File: src/rtl/clr_seq.sv
// rtl/clr_seq.sv - sequential one-bit-per-cycle rotator with IDLE/RUN/DONE control
//
// Purpose: rotates operand x by y bit positions, one position per clock,
//          and presents the result in r with a one-cycle done pulse.
// Optional feature macro: CLR_SEQ_DIR_EN
//   defined   -> dir selects the direction (0 left, 1 right)
//   undefined -> every rotation is left and dir is ignored
// Ports:
//   clk   - clock, rising edge
//   rst_n - asynchronous active-low reset
//   start - request a rotation (accepted in IDLE or DONE)
//   x     - operand, captured on the accepting edge
//   y     - rotate amount, captured on the accepting edge
//   dir   - rotate direction (used only with CLR_SEQ_DIR_EN)
//   r     - result register
//   busy  - high while rotating
//   done  - one-cycle pulse, r valid

module clr_seq #(
    parameter int WIDTH = 28,
    parameter int AMT_W = 5
) (
    input  logic             clk,
    input  logic             rst_n,
    input  logic             start,
    input  logic [WIDTH-1:0] x,
    input  logic [AMT_W-1:0] y,
    input  logic             dir,
    output logic [WIDTH-1:0] r,
    output logic             busy,
    output logic             done
);

    typedef enum logic [1:0] {
        IDLE = 2'd0,
        RUN  = 2'd1,
        DONE = 2'd2
    } state_t;

    state_t           state;
    state_t           state_next;
    logic [AMT_W-1:0] cnt;
    logic             load;
    logic             step;
    logic             rot_dir;
    logic [WIDTH-1:0] rot_left;
    logic [WIDTH-1:0] rot_right;

    // The bit leaving one end re-enters at the other, so nothing is lost.
    assign rot_left  = {r[WIDTH-2:0], r[WIDTH-1]};
    assign rot_right = {r[0], r[WIDTH-1:1]};

`ifdef CLR_SEQ_DIR_EN
    logic dir_q;

    always_ff @(posedge clk or negedge rst_n) begin
        if (!rst_n) begin
            dir_q <= 1'b0;
        end else if (load) begin
            dir_q <= dir;
        end
    end

    assign rot_dir = dir_q;
`else
    // Direction is fixed to left; dir is masked off rather than stored.
    assign rot_dir = dir & 1'b0;
`endif

    always_ff @(posedge clk or negedge rst_n) begin
        if (!rst_n) begin
            state <= IDLE;
        end else begin
            state <= state_next;
        end
    end

    always_comb begin
        state_next = state;
        load       = 1'b0;
        step       = 1'b0;
        busy       = 1'b0;
        done       = 1'b0;
        case (state)
            IDLE: begin
                if (start) begin
                    load       = 1'b1;
                    state_next = (y == '0) ? DONE : RUN;
                end
            end
            RUN: begin
                busy = 1'b1;
                step = 1'b1;
                // Last step happens on the edge that takes cnt from 1 to 0.
                if (cnt <= AMT_W'(1)) begin
                    state_next = DONE;
                end
            end
            DONE: begin
                done = 1'b1;
                if (start) begin
                    load       = 1'b1;
                    state_next = (y == '0) ? DONE : RUN;
                end else begin
                    state_next = IDLE;
                end
            end
            default: begin
                state_next = IDLE;
            end
        endcase
    end

    always_ff @(posedge clk or negedge rst_n) begin
        if (!rst_n) begin
            r   <= '0;
            cnt <= '0;
        end else if (load) begin
            r   <= x;
            cnt <= y;
        end else if (step) begin
            r   <= rot_dir ? rot_right : rot_left;
            cnt <= cnt - AMT_W'(1);
        end
    end

endmodule

File: config.mk
export PLATFORM = sky130hd
export DESIGN_NAME = clr_seq
export DESIGN_NICKNAME = d
export VERILOG_FILES = /design/src/rtl/clr_seq.sv
export SDC_FILE = /design/constraint.sdc
export NUM_CORES = 1
export LEC_CHECK = 0
export CAP_MARGIN = 10
export CELL_PAD_IN_SITES_DETAIL_PLACEMENT = 1
export CELL_PAD_IN_SITES_GLOBAL_PLACEMENT = 2
export CORE_MARGIN = 8
export CORE_UTILIZATION = 26
export CTS_CLUSTER_SIZE = 25
export DETAILED_ROUTE_END_ITERATION = 10
export PLACE_DENSITY_LB_ADDON = 0.12
export SYNTH_ARGS = -nofsm -noshare
export SYNTH_HDL_FRONTEND = slang
export SYNTH_SLANG_ARGS = --single-unit
File: constraint.sdc
create_clock -name clk -period 1.8 [get_ports clk]
set_input_delay 0.36 -clock clk [delete_from_list [all_inputs] [get_ports clk]]
set_output_delay 0.36 -clock clk [all_outputs]
set_load 0.05 [all_outputs]
==> results of run 1 <==
==> Yosys cell counts, drive strengths merged <==
library cell	instances	share of area, %
buf	14	5.1
o32ai	1	1.0
o2bb2ai	1	0.54
ha	2	1.5
o311ai	1	0.54
nor4	1	0.38
dfrtp	35	54
a22oi	28	13
clkbuf	1	0.23
inv	3	0.69
nor2	3	0.69
a31oi	1	0.38
o221ai	1	0.54
nand2b	2	0.77
o211ai	1	0.46
a32oi	2	1.1
nor2b	2	0.77
nand2	33	7.6
nand3b	1	0.46
o22ai	1	0.38
or4	1	0.69
o21ai	2	0.61
nor3	1	0.31
nand3	29	8.9
==> what timing repair did <==
action | in CTS | in global routing
hold buffers | 1 | 0
endpoints found under the hold margin | 14 | 0
setup endpoints to repair | 0 | 0
==> cells by family after synthesis <==
logic type | count (synthesis)
buffers and inverters | 18
DFF | 35
adders and majority gates | 2
AOI/OAI and AO/OA | 39
and+or+nand+nor | 73
==> sequential cells by signal (all words and copies together), names as in the netlist <==
name   cells
r         28
cnt        5
state      2
==> worst max-delay path: cells and delay by family (launching register included) <==
| family | cells | cell delay [ns] |
|---|---|---|
| buffers and inverters | 2 | 0.42 |
| DFF | 1 | 0.38 |
| and+or+nand+nor | 1 | 0.17 |
==> area by class of cell <==
| class | instances | share of cell area, % |
|---|---|---|
| Sequential cell | 35 | 36.6 |
| Multi-Input combinational cell | 114 | 27.7 |
| Inverter | 3 | 0.470 |
| Tap cell | 77 | 4.02 |
| Clock buffer | 5 | 2.87 |
| Timing Repair Buffer | 74 | 27.8 |
| Clock inverter | 3 | 0.627 |
==> stage by stage <==
step	cells	worst slack (ns)
2_1_floorplan	167	0.343
3_3_place_gp	302	0.141
3_5_place_dp	302	0.120
4_1_cts	311	0.144
5_1_grt	311	0.0825
6_report	311	0.174
==> power groups by stage <==
stage / logic (uW) / registers (uW) / clock network, uW
after floorplan: 1260 / 2570 / 0
after CTS: 3380 / 1550 / 582
after global placement: 3310 / 1530 / 0
after global routing: 3600 / 1620 / 618
final: 3320 / 1550 / 558
after detailed placement: 3380 / 1560 / 0
==> routing by layer <==
layer	share of wire, %	up-vias
li1	-	738
met1	41	765
met2	50	40
met3	7.9	4
met4	0.78	0
met5	0	-
==> worst min path at each step <==
stage | startpoint | end | cells after the start
finish | rst_n | r[3] | 2
global route | rst_n | r[3] | 2
CTS | rst_n | r[3] | 2
detailed placement | rst_n | r[3] | 1
global placement | rst_n | r[3] | 1
floorplan | rst_n | cnt[0] | 0
==> flow_summary.yaml, run 1 <==
outcome:
  status: "complete, no violations"
worst_setup_path:
  r2r_cells: 5
  path_cells: "nand2b_1 > inv_2 > buf_12"
  crit_required_ns: 1.44
  cpMaxStageDelayCell: "dfrtp_1"
  cp-end-kind: "output pin"
  crit_path_start: "state[1]"
  r2r-start: "cnt[0]"
  cp-endpoint: "busy"
  r2r_end: "cnt[4]"
  crit_type: "flip-flop to output pin"
  crit_fanout: 14
  crit_path_max_incr_delay_ns: 0.38
  cp_data_arrival_time_ns: 1.27
  startpoint_type: "flip-flop"
  reg2reg_slack_ns: 0.40
global_routing:
  busiest_layer: "met2"
  grt_usage_pct: 12.4
  grt_max_degree: 35
  grt_remaining_overflow: 0
  grt_pass1_vias: 1789
  antenna_found_initial: 0
  grtUsageMet3_pct: 5.20
  grtUsageMet2_pct: 21.2
  grt_use_met1_pct: 13.6
  grt_pass1_wl_um: 8810
placement:
  port_buffers: 65
  placedInstanceArea_um2: 2300
  gp_congestion: 0.716
  dp_hpwl_um: 3840
clock_tree:
  cts_buffer_depth: 2
  cts.repair.resized: 0
  clk_latency_ns: 0.28
  postCtsSetupBuffers: 0
  htree_levels: 2
  cts_tree: "yes"
  clock-sinks: 35
  clockRootBuffer: "clkbuf_8"
  numCtsBuffers: 5
  cts.clk_slew.worst_paths_ns: 0.07
timing:
  setup_violations: 0
  slew_headroom_pct: 72.8
  whs_ns: 0.522
  fmax_mhz: 615
  finalCriticalPeriod_ns: 1.63
  worst_pin_slew_ns: 0.403
  slew_viol_final: 0
  clock_skew_ns: 0.00534
  rsz0062_at_grt: "no"
  hold_viol: 0
  fin_tns_setup_ns: 0
  fin_crit_sh_pct: 90.3
die:
  die_w_um: 95.3
  io_pins: 67
  dieArea_um2: 9080
  start_util_pct: 26.3
  rows: 29
  coreArea_um2: 6200
  dieHeight_um: 95.3
power:
  peakVddDrop_v: 0.000816
  power.share.switching_pct: 53.0
  power_switching_uw: 2870
  p_leak_uw: 0.00111
  p_int_uw: 2550
  fin_total_pwr_uw: 5430
  p_clk_share_pct: 10.3
  power_density_nw_per_um2: 2260
  combinationalPowerShare_pct: 61.2
  power_frac_seq_pct: 28.5
finish:
  final_cell_mix: "36 x buf_4, 35 x dfrtp_1, 34 x clkdlybuf4s50_1"
  seqCellArea_um2: 876
  final_nets: 272
  antennaDiodeCount: 0
  layout_commonest_cell: "buf_4"
  fillers: 687
  multi_input_area_um2: 663
  drive_gt1_share_pct: 21.8
  area_delta_synth_final_pct: 46.6
  finalInstanceArea_um2: 2400
  utilization_pct: 38.6
logic_synthesis:
  synth_compound_area_share_pct: 18.4
  synthesis.nets: 206
  avgSynthCellArea_um2: 9.78
  yosysUniqueCellTypes: 26
  synthMuxAreaShare_pct: 0
  synth-simple-area-share_pct: 20.5
  synth_fa_ha_area_share_pct: 1.53
  seq_area_frac_synth_pct: 53.6
  synth_xor_area_share_pct: 0
  yosys_warnings: 0
  ys_seq_elements: 35
  synth_top_family_by_area: "simple AND/OR/NAND/NOR gates"
  synth_area_um2: 1630
  syn_inst: 167
detailed_routing:
  ant_nets: 0
  first_iter_violations: 76
  vias: 1547
  wl_per_cell_um: 17.4
  drc: 0
  drtPass1Iterations: 4
  wl_um: 5410
  avgViaCountPerCell: 4.97
run:
  max_cap_viol_count: 0
min_path:
  hold_path_class: "primary input to asynchronous set/reset pin"
Power figures use the tool's default switching activity.
==> inputs of run 2 (changes only) <==
--- a/config.mk
+++ b/config.mk
@@ -6,10 +6,8 @@
 export NUM_CORES = 1
 export LEC_CHECK = 0
 export CAP_MARGIN = 10
-export CELL_PAD_IN_SITES_DETAIL_PLACEMENT = 1
-export CELL_PAD_IN_SITES_GLOBAL_PLACEMENT = 2
 export CORE_MARGIN = 8
-export CORE_UTILIZATION = 26
+export CORE_UTILIZATION = 38
 export CTS_CLUSTER_SIZE = 25
 export DETAILED_ROUTE_END_ITERATION = 10
 export PLACE_DENSITY_LB_ADDON = 0.12
==> constraint.sdc (replaced) <==
create_clock -name clk -period 1.4 [get_ports clk]
set_input_delay 0.28 -clock clk [delete_from_list [all_inputs] [get_ports clk]]
set_output_delay 0.28 -clock clk [all_outputs]
set_load 0.05 [all_outputs]
==> run 2 against run 1 <==
Compared with the run above:
- combinational power is 63% higher
- sequential power up 42%
- largest cell class is now non-clock buffers
- largest power group unchanged
- via count is 1.5% higher
- die area shrank 27%
- count of clock-buffer cells in the layout increased by 2
- register-to-register slack got worse by 0.32 ns
- power grew 53%
- core utilization is 27 points higher
- first-iteration DRC count increased by 32%
- critical path depth decreased by 1
- routed wire length down 11%
==> flow_summary.yaml, run 2 (same netlist as run 1, synthesis figures left out) <==
die:
  rows: 24
  start_util_pct: 38.6
  coreArea_um2: 4230
  dieHeight_um: 81.6
  dieArea_um2: 6650
  die_w_um: 81.6
  io_pins: 67
detailed_routing:
  first_iter_violations: 100
  wl_per_cell_um: 16.6
  wl_um: 4840
  ant_nets: 0
  avgViaCountPerCell: 5.40
  drtPass1Iterations: 4
  vias: 1570
  drc: 0
worst_setup_path:
  cp_data_arrival_time_ns: 1.06
  crit_required_ns: 1.12
  crit_type: "flip-flop to output pin"
  cp-end-kind: "output pin"
  startpoint_type: "flip-flop"
  crit_fanout: 5
finish:
  finalInstanceArea_um2: 2780
  final_nets: 277
  drive_gt1_share_pct: 24.7
  utilization_pct: 65.7
  regMostFlops: "r"
  final_cell_mix: "34 x dfrtp_1, 34 x clkdlybuf4s50_1, 33 x nand2_1"
  largest_register_ffs: 28
  final_cells: 291
  fillers: 324
  antennaDiodeCount: 0
  top_regs: "r: 28 flops, cnt: 5 flops, state: 2 flops"
  area_delta_synth_final_pct: 70.2
timing:
  setup_violations: 0
  clock_skew_ns: 0.00744
  fmax_mhz: 747
  worst_pin_slew_ns: 0.450
  whs_ns: 0.0176
  fin_crit_sh_pct: 95.7
  hold_viol: 0
  finalCriticalPeriod_ns: 1.34
  slew_viol_final: 0
  rsz0062_at_grt: "yes"
  slew_headroom_pct: 70.0
power:
  combinationalPowerShare_pct: 65.1
  peakVddDrop_v: 0.00157
  p_clk_share_pct: 8.4
  power_frac_seq_pct: 26.5
  fin_total_pwr_uw: 8310
  p_leak_uw: 0.00125
  power.share.switching_pct: 46.8
  p_int_uw: 4420
  power_density_nw_per_um2: 2990
  power_switching_uw: 3890
run:
  max_cap_viol_count: 0
min_path:
  hold_path_class: "primary input to asynchronous set/reset pin"
clock_tree:
  numCtsBuffers: 5
  clockRootBuffer: "clkbuf_8"
  cts_tree: "yes"
  cts_buffer_depth: 2
  cts_hold_buffers: 0
  clock-sinks: 35
  cts.clk_slew.worst_paths_ns: 0.07
  htree_levels: 2
  clk_latency_ns: 0.28
global_routing:
  antenna_found_initial: 0
  grt_pass1_vias: 1594
  grt_usage_pct: 15.0
  grt_max_degree: 36
  grt_remaining_overflow: 0
  grt_pass1_wl_um: 7790
placement:
  gp_congestion: 0.766
  dp_hpwl_um: 3580
  place_inst: 281
  port_buffers: 65
  placedInstanceArea_um2: 2660
outcome:
  status: "complete, no violations"
run 2: cell types whose count changed in the layout (fill, tap and decap cells not counted), moves of 2 or more:
cell	before	now
buf_12	2	31
clkinv_2	3	1
clkbuf_1	0	2
buf_4	36	13
run 2: power by group through the flow:
stage | clock, uW | combinational, uW | sequential (uW)
floorplan | 0 | 1620 | 3300
global placement | 0 | 5270 | 2160
detailed placement | 0 | 5360 | 2190
CTS | 717 | 5450 | 2180
global route | 755 | 5770 | 2270
finish | 701 | 5410 | 2200
run 2: worst max-delay path: stages (launching register included):
cell and delay, ns:
dfrtp_2 0.46, nor2b_2 0.17, buf_12 0.15
run 2: metal layers:
| metal | GRT usage [%] | vias up | wire, um |
|---|---|---|---|
| li1 | - | 746 | - |
| met1 | 16.4 | 767 | 1900 |
| met2 | 24.6 | 53 | 2370 |
| met3 | 8.42 | 4 | 535 |
| met4 | 4.21 | 0 | 39 |
| met5 | 0 | - | 0 |
run 2: final cells by class:
cell class / instances / area, um2 / area share [%]
clock buffer: 7 / 76.3 / 2.74
clock inverter: 1 / 5.00 / 0.180
inverter: 3 / 13.8 / 0.495
multi-input combinational: 114 / 681 / 24.5
sequential: 35 / 877 / 31.5
tap: 52 / 65.1 / 2.34
timing repair buffer: 79 / 1060 / 38.2
run 2: per-stage QoR:
step | worst slack (ns) | TNS [ns]
after global routing | -0.00219 | -0.00219
final | 0.0608 | 0
after CTS | -0.00551 | -0.00551
after floorplan | 0.0234 | 0
after detailed placement | -0.176 | -2.77
after global placement | -0.145 | -1.73
run 2: final timing paths:
check / from / endpoint / slack [ns] / cells after the start
max in group asynchronous: rst_n / state[0] / 1.04 / 2
hold / removal: rst_n / r[22] / 0.02 / 2
min in group clk: cnt[4] / cnt[4] / 0.56 / 2
setup / recovery: state[0] / done / 0.06 / 2
setup reg to reg: state[0] / r[11] / 0.08 / 6
hold reg to reg: cnt[4] / cnt[4] / 0.56 / 2
run 2: what timing repair did:
item,in CTS,in global routing
resized for setup,2,5
setup endpoints to repair,1,13
endpoints found under the hold margin,0,0
pin swaps,0,0
buffers inserted,2,0
cloned,0,0
